$ cat src/rtl/tt_vector_player.sv
`default_nettype none
// ============================================================================
// Module   : tt_vector_player
// Brief    : Replays stored stimulus vectors onto a DUT and counts response
//            mismatches against the stored expected words.
// Revision : 1.0
// ============================================================================
module tt_vector_player #(
    parameter int IO_W  = 8,
    parameter int DEPTH = 16,
    parameter int DIV_W = 8
) (
    input  logic                             clk,
    input  logic                             rst_n,
    input  logic                             ena,
    input  logic                             clear,
    input  logic                             wr_en,
    input  logic [2*IO_W-1:0]                wr_data,
    output logic                             wr_full,
    input  logic                             start,
    input  logic                             loop_en,
    input  logic [DIV_W-1:0]                 div,
    output logic [IO_W-1:0]                  stim_out,
    input  logic [IO_W-1:0]                  obs_in,
    output logic                             busy,
    output logic                             done,
    output logic [$clog2(DEPTH+1)+8-1:0]     mismatch_cnt,
    output logic [$clog2(DEPTH)-1:0]         first_fail
);

    localparam int C_CNT_W = $clog2(DEPTH + 1);
    localparam int C_IDX_W = $clog2(DEPTH);
    localparam int C_MC_W  = C_CNT_W + 8;

    typedef enum logic [1:0] {
        S_IDLE = 2'd0,
        S_PLAY = 2'd1,
        S_DONE = 2'd2
    } state_t;

    state_t               r_state, w_state_nxt;
    logic [IO_W-1:0]      r_stim_mem [DEPTH];
    logic [IO_W-1:0]      r_exp_mem  [DEPTH];
    logic [C_CNT_W-1:0]   r_count, w_count_nxt;
    logic [C_IDX_W-1:0]   r_wr_ptr, w_wr_ptr_nxt;
    logic [C_IDX_W-1:0]   r_idx, w_idx_nxt;
    logic [C_IDX_W-1:0]   r_first_fail, w_first_fail_nxt;
    logic [DIV_W-1:0]     r_timer, w_timer_nxt;
    logic [C_MC_W-1:0]    r_mcnt, w_mcnt_nxt;
    logic [IO_W-1:0]      r_stim, w_stim_nxt;

    logic                 w_full;
    logic                 w_start_ok;
    logic                 w_wr_do;
    logic                 w_last;
    logic                 w_fail;
    logic [C_IDX_W-1:0]   w_idx_inc;

    assign w_full     = (r_count == C_CNT_W'(DEPTH));
    assign w_start_ok = ena && start && (r_count != '0) && (r_state != S_PLAY);
    // start outranks a same-cycle write so the buffer is stable once playing
    assign w_wr_do    = wr_en && !clear && !w_start_ok && (r_state == S_IDLE) && !w_full;
    assign w_last     = (C_CNT_W'(r_idx) == (r_count - C_CNT_W'(1)));
    assign w_fail     = (obs_in != r_exp_mem[r_idx]);
    assign w_idx_inc  = r_idx + C_IDX_W'(1);

    always_ff @(posedge clk) begin
        if (w_wr_do) begin
            r_stim_mem[r_wr_ptr] <= wr_data[IO_W-1:0];
            r_exp_mem[r_wr_ptr]  <= wr_data[2*IO_W-1:IO_W];
        end
    end

    always_ff @(posedge clk or negedge rst_n) begin
        if (!rst_n) begin
            r_state      <= S_IDLE;
            r_count      <= '0;
            r_wr_ptr     <= '0;
            r_idx        <= '0;
            r_first_fail <= '0;
            r_timer      <= '0;
            r_mcnt       <= '0;
            r_stim       <= '0;
        end else begin
            r_state      <= w_state_nxt;
            r_count      <= w_count_nxt;
            r_wr_ptr     <= w_wr_ptr_nxt;
            r_idx        <= w_idx_nxt;
            r_first_fail <= w_first_fail_nxt;
            r_timer      <= w_timer_nxt;
            r_mcnt       <= w_mcnt_nxt;
            r_stim       <= w_stim_nxt;
        end
    end

    always_comb begin
        w_state_nxt      = r_state;
        w_count_nxt      = r_count;
        w_wr_ptr_nxt     = r_wr_ptr;
        w_idx_nxt        = r_idx;
        w_first_fail_nxt = r_first_fail;
        w_timer_nxt      = r_timer;
        w_mcnt_nxt       = r_mcnt;
        w_stim_nxt       = r_stim;

        if (clear) begin
            w_state_nxt      = S_IDLE;
            w_count_nxt      = '0;
            w_wr_ptr_nxt     = '0;
            w_idx_nxt        = '0;
            w_first_fail_nxt = '0;
            w_timer_nxt      = '0;
            w_mcnt_nxt       = '0;
            w_stim_nxt       = '0;
        end else begin
            case (r_state)
                S_IDLE, S_DONE: begin
                    if (w_start_ok) begin
                        w_state_nxt      = S_PLAY;
                        w_idx_nxt        = '0;
                        w_timer_nxt      = div;
                        w_mcnt_nxt       = '0;
                        w_first_fail_nxt = '0;
                        w_stim_nxt       = r_stim_mem[0];
                    end else if (w_wr_do) begin
                        w_wr_ptr_nxt = r_wr_ptr + C_IDX_W'(1);
                        w_count_nxt  = r_count + C_CNT_W'(1);
                    end
                end
                S_PLAY: begin
                    if (ena) begin
                        if (r_timer != '0) begin
                            w_timer_nxt = r_timer - DIV_W'(1);
                        end else begin
                            // A zero count means no mismatch yet; saturation never returns to zero
                            if (w_fail) begin
                                if (r_mcnt != '1) begin
                                    w_mcnt_nxt = r_mcnt + C_MC_W'(1);
                                end
                                if (r_mcnt == '0) begin
                                    w_first_fail_nxt = r_idx;
                                end
                            end
                            w_timer_nxt = div;
                            if (w_last) begin
                                if (loop_en) begin
                                    w_idx_nxt  = '0;
                                    w_stim_nxt = r_stim_mem[0];
                                end else begin
                                    w_state_nxt = S_DONE;
                                end
                            end else begin
                                w_idx_nxt  = w_idx_inc;
                                w_stim_nxt = r_stim_mem[w_idx_inc];
                            end
                        end
                    end
                end
                default: w_state_nxt = S_IDLE;
            endcase
        end
    end

    assign wr_full      = w_full;
    assign stim_out     = r_stim;
    assign busy         = (r_state == S_PLAY);
    assign done         = (r_state == S_DONE);
    assign mismatch_cnt = r_mcnt;
    assign first_fail   = r_first_fail;

endmodule
`default_nettype wire
$ cat config.mk
export PLATFORM = sky130hd
export DESIGN_NAME = tt_vector_player
export DESIGN_NICKNAME = d
export VERILOG_FILES = /design/src/rtl/tt_vector_player.sv
export SDC_FILE = /design/constraint.sdc
export NUM_CORES = 1
export LEC_CHECK = 0
export CORE_MARGIN = 4
export CORE_UTILIZATION = 45
export DETAILED_ROUTE_END_ITERATION = 12
export RECOVER_POWER = 50
export SYNTH_ARGS = -nofsm -noshare
export SYNTH_HDL_FRONTEND = slang
export SYNTH_SLANG_ARGS = --single-unit
$ cat constraint.sdc
create_clock -name clk -period 8.3 [get_ports clk]
set_input_delay 1.245 -clock clk [delete_from_list [all_inputs] [get_ports clk]]
set_output_delay 1.245 -clock clk [all_outputs]
set_load 0.02 [all_outputs]
==> results.yml, run 1 <==
synth:
  synth-main-ff-cell: "edfxtp_1"
  synth_nets: 779
  synth-xor-area-share_pct: 1.79
  async_flop_share_pct: 15.8
  synth_adder_area_share_pct: 1.08
  synthCells: 729
  netlist_area_um2: 12700
  synth_edf_count: 256
  synth-seq-area-share_pct: 69.9
  synth_cell_type_count: 51
  postSynthAreaPerCell_um2: 17.5
  synth_seq_cells: 304
  synthSimpleGateAreaFrac_pct: 5.86
  synth_top_family_by_area: "multiplexers"
  synth-compound-area-share_pct: 4.26
  yosysWarnings: 0
  synthMuxAreaShare_pct: 15.0
cells_and_area:
  drive_gt1_share_pct: 18.2
  final_cell_area_um2: 14900
  layout.cells.non_filler: 1208
  final.fill_count: 2185
  final_cell_mix: "edfxtp_1 (256), mux4_2 (74), dfrtp_1 (46)"
  n_antenna_cell: 0
  final_common_cell: "edfxtp_1"
  nets: 856
  syn2layout_area_growth_pct: 17.0
routing:
  dr_total_vias: 6859
  routed_via_density: 5.68
  drt_iter0_drc: 603
  remaining_drc_errors: 0
  drtAntennaViolNets: 0
  wl_per_cell_um: 23.5
  firstDrtPassIters: 5
  routed_wl_mm: 28.4
place:
  portBuffers: 66
  gp_congestion: 0.827
  placed_area_um2: 13800
  place_hpwl_mm: 18.3
  dp_cells: 1148
floorplan:
  ios: 67
  fp.dieH_um: 176
  die-area_um2: 31000
  rows: 61
  chipWidth_um: 176
  core-area_um2: 27900
  start_util_pct: 45.7
status:
  violations: "capacitance limit, slew limit"
  status: "finished with violations"
sta:
  slew_headroom_pct: -82.0
  fin_crit_sh_pct: 50.8
  slew_viol_final: 49
  worst_slew_pin_slew_ns: 2.73
  fin_worst_skew_ns: 0.0157
  fin_setup_tns_ns: 0
  setup_violations: 0
  hold_violations: 0
  fmax_mhz: 237
  layout_min_cycle_time_ns: 4.22
  rsz0062_at_grt: "false"
critical_path:
  rr_worst_depth: 9
  required_ns: 8.41
  cp-start-kind: "primary input"
  r2r_end: "mismatch_cnt[4]"
  setup.worst_path.end_class: "flip-flop"
  arrival_ns: 4.33
  critPathKind: "primary input to flip-flop"
  crit_fanout: 24
  rrSetupSlack_ns: 4.28
  r2r_start: "r_idx[0]"
cts:
  cts_resized: 0
  htreeDepth: 2
  cts_root_buf: "clkbuf_16"
  cts_sinks: 304
  clk_latency_ns: 0.50
  cts_buffers: 34
  clkTransAtPathRegs_ns: 0.06
  cts_setup_buffers: 0
  cts_tree: "built"
  clk_path_buf_depth: 3
  cts_hold_buf: 0
global_routing:
  grtUsageTotal_pct: 18.6
  grt_max_degree: 49
  overflow: 0
  grt_pass1_wl_mm: 43.8
  antenna_found_initial: 0
  grt_pass1_vias: 7163
flow_run:
  drv_cap: 1
power:
  pwr_density_cell_nw_per_um2: 235
  vdd_drop_max_mv: 0.189
  p_leak_nw: 4.92
worst_hold_path:
  min_from: "stim_out[7]"
  min_path_type: "flip-flop to flip-flop"
  whs_endpoint: "stim_out[7]"
  min_path_cells: 2
## final cells by class
type                       count  area, um2  area share [%]
inverter                      17       63.8           0.428
clock buffer                  38        897            6.02
tap                          378        473            3.18
timing repair buffer          78        742            4.98
clock inverter                22        231            1.55
multi-input combinational    371       3590            24.1
sequential                   304       8890            59.7
## routing by layer
layer	GRT usage, %	vias up	routed length [um]
li1	-	3050	-
met1	26.9	3581	12500
met2	30.5	192	14100
met3	2.74	36	1390
met4	4.06	0	426
met5	0	-	0
## cells by family after synthesis
logic type               count (synthesis)
AND/OR/NAND/NOR                        148
adder cells (fa/ha/maj)                 11
XOR/XNOR                                26
buffers and inverters                   54
flip-flops                             304
AO/OA/AOI/OAI                           88
multiplexers                            98
## flip-flops by register name, summed over array words and instances, names as in the netlist
signal and count:
first_fail 4, mismatch_cnt 13, r_count 5, r_exp_mem 128, r_idx 4, r_state 2
r_stim_mem 128, r_timer 8, r_wr_ptr 4, stim_out 8
## critical path: stages
cell and delay, ns:
dlygate4sd3_1 0.86, a311o_1 0.45, nor4b_2 0.23, buf_4 0.26
nor3b_1 0.43, and2_1 0.84
## cells in the mapped netlist (all sizes together) (5+ instances only)
cell    count  area [um2]
dfrtp      48        1200
inv        17        63.8
xnor2      18         158
nor3       15        75.1
o31ai       5        42.5
nand2      33         124
nand2b      7        43.8
mux2i      22         220
nand4       6        37.5
clkbuf     16        60.1
edfxtp    256        7690
o21ai      46         241
nand3      15        75.1
mux4       74        1670
a21oi      14        70.1
ha         11         138
nor4        5        31.3
o41ai       5        43.8
and2       13        81.3
buf        21         150
nor2       34         128
xor2        8        70.1
## where the power goes
| part | total [mW] | internal (mW) | switching (mW) |
|---|---|---|---|
| registers | 1.70 | 1.68 | 0.0235 |
| logic | 0.303 | 0.133 | 0.170 |
| clock network | 1.49 | 0.931 | 0.563 |
## stage by stage
stage               hold WS (ns)  setup WS, ns  power [mW]  util (%)
finish                     0.482          4.08        3.50      53.5
global route               0.524          3.82        3.64      53.5
CTS                        0.492          4.10        3.54      53.5
detailed placement         0.479          3.62        2.04      49.4
global placement           0.480          3.79        2.03      49.4
floorplan                  0.474          4.49        1.92         -
## worst max-delay path by stage
stage / start / to / cells past startpoint
after floorplan: ena / r_exp_mem[4][0] / 5
after global placement: clear / r_stim_mem[1][0] / 6
after detailed placement: clear / r_stim_mem[2][0] / 6
after CTS: clear / r_exp_mem[2][4] / 6
after global routing: r_idx[0] / mismatch_cnt[4] / 9
final: clear / r_exp_mem[2][4] / 6
Note: power is estimated with default switching activity, not from simulation.
==> inputs of run 2 (changes only) <==
- PLACE_DENSITY: unset -> 0.65
- clock period: 8.3 -> 3.65 ns (I/O delays scaled with it)
==> results.yml, run 2 (same netlist as run 1, synthesis figures left out) <==
status:
  status: "finished with violations"
  violations: "capacitance limit, slew limit"
cts:
  cts_resized: 0
  clk_path_buf_depth: 3
  cts_hold_buf: 0
  clkTransAtPathRegs_ns: 0.06
  cts_buffers: 31
  cts_tree: "built"
  cts_setup_buffers: 0
  cts_sinks: 304
  clk_latency_ns: 0.55
  htreeDepth: 1
  cts_root_buf: "clkbuf_16"
power:
  power_switching_mw: 1.71
  internal_power_mw: 6.05
  p_seq_share_pct: 50.0
  vdd_drop_max_mv: 0.279
  pwr_density_cell_nw_per_um2: 517
  finalPower_mw: 7.76
  pwr-share-clk_pct: 41.4
  swShare_pct: 22.0
  p_leak_nw: 5.01
  pwr-share-comb_pct: 8.7
floorplan:
  rows: 61
  chipWidth_um: 176
  ios: 67
  die-area_um2: 31000
  core-area_um2: 27900
  start_util_pct: 45.7
  fp.dieH_um: 176
sta:
  rsz0062_at_grt: "false"
  setup_slack_ns: 0.313
  worst_slew_pin_slew_ns: 2.01
  fin_worst_skew_ns: 0.0155
  slew_headroom_pct: -33.7
  hold_violations: 0
  fmax_mhz: 300
  setup_violations: 0
  layout_min_cycle_time_ns: 3.34
  slew_viol_final: 34
  fin_crit_sh_pct: 91.4
worst_hold_path:
  min_path_cells: 2
  min_path_type: "flip-flop to flip-flop"
critical_path:
  slowest_stage: "dfrtp_2"
  r2r_start: "r_idx[1]"
  slowest_delay_ns: 0.76
  required_ns: 4.08
  crit_chain: "mux4_2, mux4_2, xnor2_1, nand4_1, o21ai_4, buf_4, nor2_1, o22a_1"
  arrival_ns: 3.77
  crit_fanout: 33
  crit_path_start: "r_idx[1]"
  cp_common_cell: "mux4_2"
  critPathTopFamily: "multiplexers"
  critPathKind: "flip-flop to flip-flop"
  rrSetupSlack_ns: 0.31
  rr_worst_depth: 8
  r2r_end: "mismatch_cnt[10]"
  setup.worst_path.end_class: "flip-flop"
  cp.depth: 8
  endpoint: "mismatch_cnt[10]"
  cp-start-kind: "flip-flop"
  path_buf_inv: 1
cells_and_area:
  final.fill_count: 2149
  final_common_cell: "edfxtp_1"
  syn2layout_area_growth_pct: 17.9
  final_cell_area_um2: 15000
  drive_gt1_share_pct: 19.9
  layout.cells.non_filler: 1229
  nets: 876
  final_cell_mix: "edfxtp_1 (256), mux4_2 (74), dfrtp_1 (46)"
global_routing:
  grt_max_degree: 34
  grt_pass1_wl_mm: 43.5
  antenna_found_initial: 1
  grt_pass1_vias: 7280
  grtUsageTotal_pct: 18.3
  overflow: 0
routing:
  dr_total_vias: 6971
  routed_via_density: 5.67
  drtAntennaViolNets: 0
  remaining_drc_errors: 0
  drt_iter0_drc: 660
  routed_wl_mm: 28.4
  firstDrtPassIters: 5
  wl_per_cell_um: 23.1
place:
  portBuffers: 66
  dp_cells: 1171
  gp_congestion: 0.770
  place_hpwl_mm: 17.6
  dp_slack_ns: 0.301
  placed_area_um2: 14000
flow_run:
  drv_cap: 1
[run 2: worst reg2reg max path: cells and delay by family, from the launching register on]
family | cells | cell delay [ns]
mux | 2 | 1.10
simple gates | 2 | 0.36
flops | 1 | 0.76
xor+xnor | 1 | 0.33
buf+inv | 1 | 0.32
compound gates | 2 | 0.36
[run 2: per-stage QoR]
| step | hold slack (ns) | setup TNS [ns] | util (%) |
|---|---|---|---|
| 4_1_cts | 0.118 | 0 | 53.9 |
| 6_report | 0.501 | 0 | 53.9 |
| 5_1_grt | 0.539 | 0 | 53.9 |
| 3_5_place_dp | 0.503 | 0 | 50.1 |
| 2_1_floorplan | 0.252 | -4.13 | - |
| 3_3_place_gp | 0.503 | 0 | 50.1 |
[run 2: cell type report]
class / instances / area, um2 / share of cell area [%]
clock inverters: 17 / 196 / 1.31
repair buffers: 101 / 938 / 6.26
flip-flops and latches: 304 / 8890 / 59.3
multi-input cells: 371 / 3580 / 23.9
inverters: 17 / 63.8 / 0.425
diodes: 1 / 2.50 / 0.0167
clock buffers: 40 / 850 / 5.66
well taps: 378 / 473 / 3.15
[run 2: per-layer routing]
layer	wire (um)	part of all wire (%)	track usage, %	vias up
met4	656	2.3	5.04	0
met2	14100	50	30.8	239
li1	-	-	-	3083
met5	0	0	0	-
met1	12000	42	24.9	3603
met3	1570	5.5	3.36	46
[run 2: worst min-delay path by stage]
stage / startpoint / to
floorplan: rst_n / first_fail[0]
global placement: stim_out[7] / stim_out[7]
detailed placement: stim_out[6] / stim_out[6]
CTS: rst_n / first_fail[2]
global route: stim_out[3] / stim_out[3]
finish: stim_out[6] / stim_out[6]
[run 2: power by group through the flow]
stage / combinational [mW] / sequential (mW) / clock, mW
2_1_floorplan: 0.436 / 3.94 / 0
3_3_place_gp: 0.661 / 3.94 / 0
3_5_place_dp: 0.682 / 3.95 / 0
4_1_cts: 0.686 / 3.88 / 3.26
5_1_grt: 0.732 / 3.88 / 3.42
6_report: 0.672 / 3.88 / 3.21
==> inputs of run 3 (changes only) <==
- ABC_CLOCK_PERIOD_IN_PS: unset -> 3650
- CORE_ASPECT_RATIO: unset -> 1.25
==> results.yml, run 3 (same netlist as run 1, synthesis figures left out) <==
status:
  status: "finished with violations"
  violations: "capacitance limit, slew limit"
cells_and_area:
  final_cell_mix: "edfxtp_1 (256), mux4_2 (74), dfrtp_1 (46)"
  final.fill_count: 2154
  multi_input_area_um2: 3580
  ff_latch_area_um2: 8890
  syn2layout_area_growth_pct: 17.3
  final_common_cell: "edfxtp_1"
  drive_gt1_share_pct: 20.4
  final_core_util_pct: 53.8
  nets: 878
  n_antenna_cell: 0
  layout.cells.non_filler: 1200
sta:
  hold_violations: 0
  fmax_mhz: 293
  slew_headroom_pct: -82.4
  slew_viol_final: 49
  setup_violations: 0
  fin_crit_sh_pct: 93.6
  layout_min_cycle_time_ns: 3.42
  fin_worst_skew_ns: 0.0146
  worst_slew_pin_slew_ns: 2.74
  fin_setup_tns_ns: 0
  rsz0062_at_grt: "false"
critical_path:
  r2r_end: "r_exp_mem[7][1]"
  crit_path_start: "r_count[0]"
  setup.worst_path.end_class: "flip-flop"
  endpoint: "r_exp_mem[7][1]"
  crit_fanout: 16
  arrival_ns: 3.62
  cp-start-kind: "flip-flop"
  r2r_start: "r_count[0]"
  rr_worst_depth: 8
  required_ns: 3.86
  critPathKind: "flip-flop to flip-flop"
  rrSetupSlack_ns: 0.23
floorplan:
  start_util_pct: 45.9
  chipWidth_um: 158
  rows: 68
  die-area_um2: 31000
  ios: 67
  core-area_um2: 27700
  fp.dieH_um: 196
global_routing:
  grt_pass1_vias: 7169
  overflow: 0
  grt_max_degree: 49
  grt_pass1_wl_mm: 43.4
  antenna_found_initial: 0
  grtUsageTotal_pct: 18.2
power:
  p_seq_share_pct: 51.2
  p_leak_nw: 5.00
  vdd_drop_max_mv: 0.349
  pwr-share-clk_pct: 39.6
  power_switching_mw: 1.69
  finalPower_mw: 7.56
  internal_power_mw: 5.87
  pwr-share-comb_pct: 9.2
  pwr_density_cell_nw_per_um2: 507
  swShare_pct: 22.4
cts:
  htreeDepth: 1
  cts_sinks: 304
  cts_root_buf: "clkbuf_16"
  clk_latency_ns: 0.53
  clk_path_buf_depth: 3
  clkTransAtPathRegs_ns: 0.07
  cts_setup_buffers: 0
  cts_buffers: 28
  cts_tree: "built"
  cts_resized: 0
  cts_hold_buf: 0
routing:
  wl_per_cell_um: 23.2
  drtAntennaViolNets: 0
  drt_iter0_drc: 597
  firstDrtPassIters: 7
  remaining_drc_errors: 0
  routed_wl_mm: 27.8
  routed_via_density: 5.73
  dr_total_vias: 6876
worst_hold_path:
  min_path_type: "flip-flop to flip-flop"
  min_from: "stim_out[7]"
place:
  place_hpwl_mm: 19.0
  dp_cells: 1148
  portBuffers: 66
  gp_congestion: 0.832
flow_run:
  drv_cap: 1
## run 3: changes by cell type in the layout (fill, tap and decap cells not counted), moves of 2 or more
cell	previous run	this run
buf_4	32	37
clkbuf_1	7	3
clkbuf_16	31	29
clkbuf_8	4	0
clkinvlp_4	0	3
## run 3: worst min path at each step
stage                               end  cells past startpoint  slack, ns
after floorplan           first_fail[0]                      0       0.25
after global placement      stim_out[6]                      2       0.47
after detailed placement    stim_out[7]                      2       0.48
after CTS                    r_state[0]                      1       0.26
after global routing        stim_out[7]                      2       0.52
final                       stim_out[7]                      2       0.48
## run 3: power groups by stage
stage               Combinational, mW  Clock, mW  Sequential [mW]
floorplan                       0.436          0             3.94
global placement                0.687          0             3.94
detailed placement              0.709          0             3.95
CTS                             0.714       3.05             3.87
global route                    0.764       3.20             3.88
finish                          0.698       2.99             3.87
## run 3: layout make-up
cell class,instances,area share [%]
timing repair buffer,106,6.65
tap,350,2.93
clock inverter,21,1.48
inverter,17,0.428
sequential,304,59.6
multi-input combinational,371,24.0
clock buffer,31,4.91
## run 3: stage by stage
stage / instance area, um2 / setup slack (ns) / hold WS [ns]
after floorplan: 12700 / -0.0646 / 0.252
after global placement: 14000 / 0.418 / 0.472
after detailed placement: 14000 / 0.309 / 0.475
after CTS: 14900 / 0.218 / 0.263
after global routing: 14900 / 0.0219 / 0.524
final: 14900 / 0.234 / 0.482
## run 3: worst max-delay path: stages, from the launching register on
cell and delay [ns]:
dfrtp_1 0.46, inv_1 0.09, ha_1 0.19, or4b_1 0.46, a311o_1 0.42, nor4b_2 0.63, nand2_1 0.32, nor3_2 0.21
buf_4 0.30
## run 3: per-layer routing
layer / global-route usage [%] / wire, um
met1: 25.7 / 12000
met2: 31.2 / 14500
met3: 2.07 / 1020
met4: 2.65 / 282
met5: 0 / 0
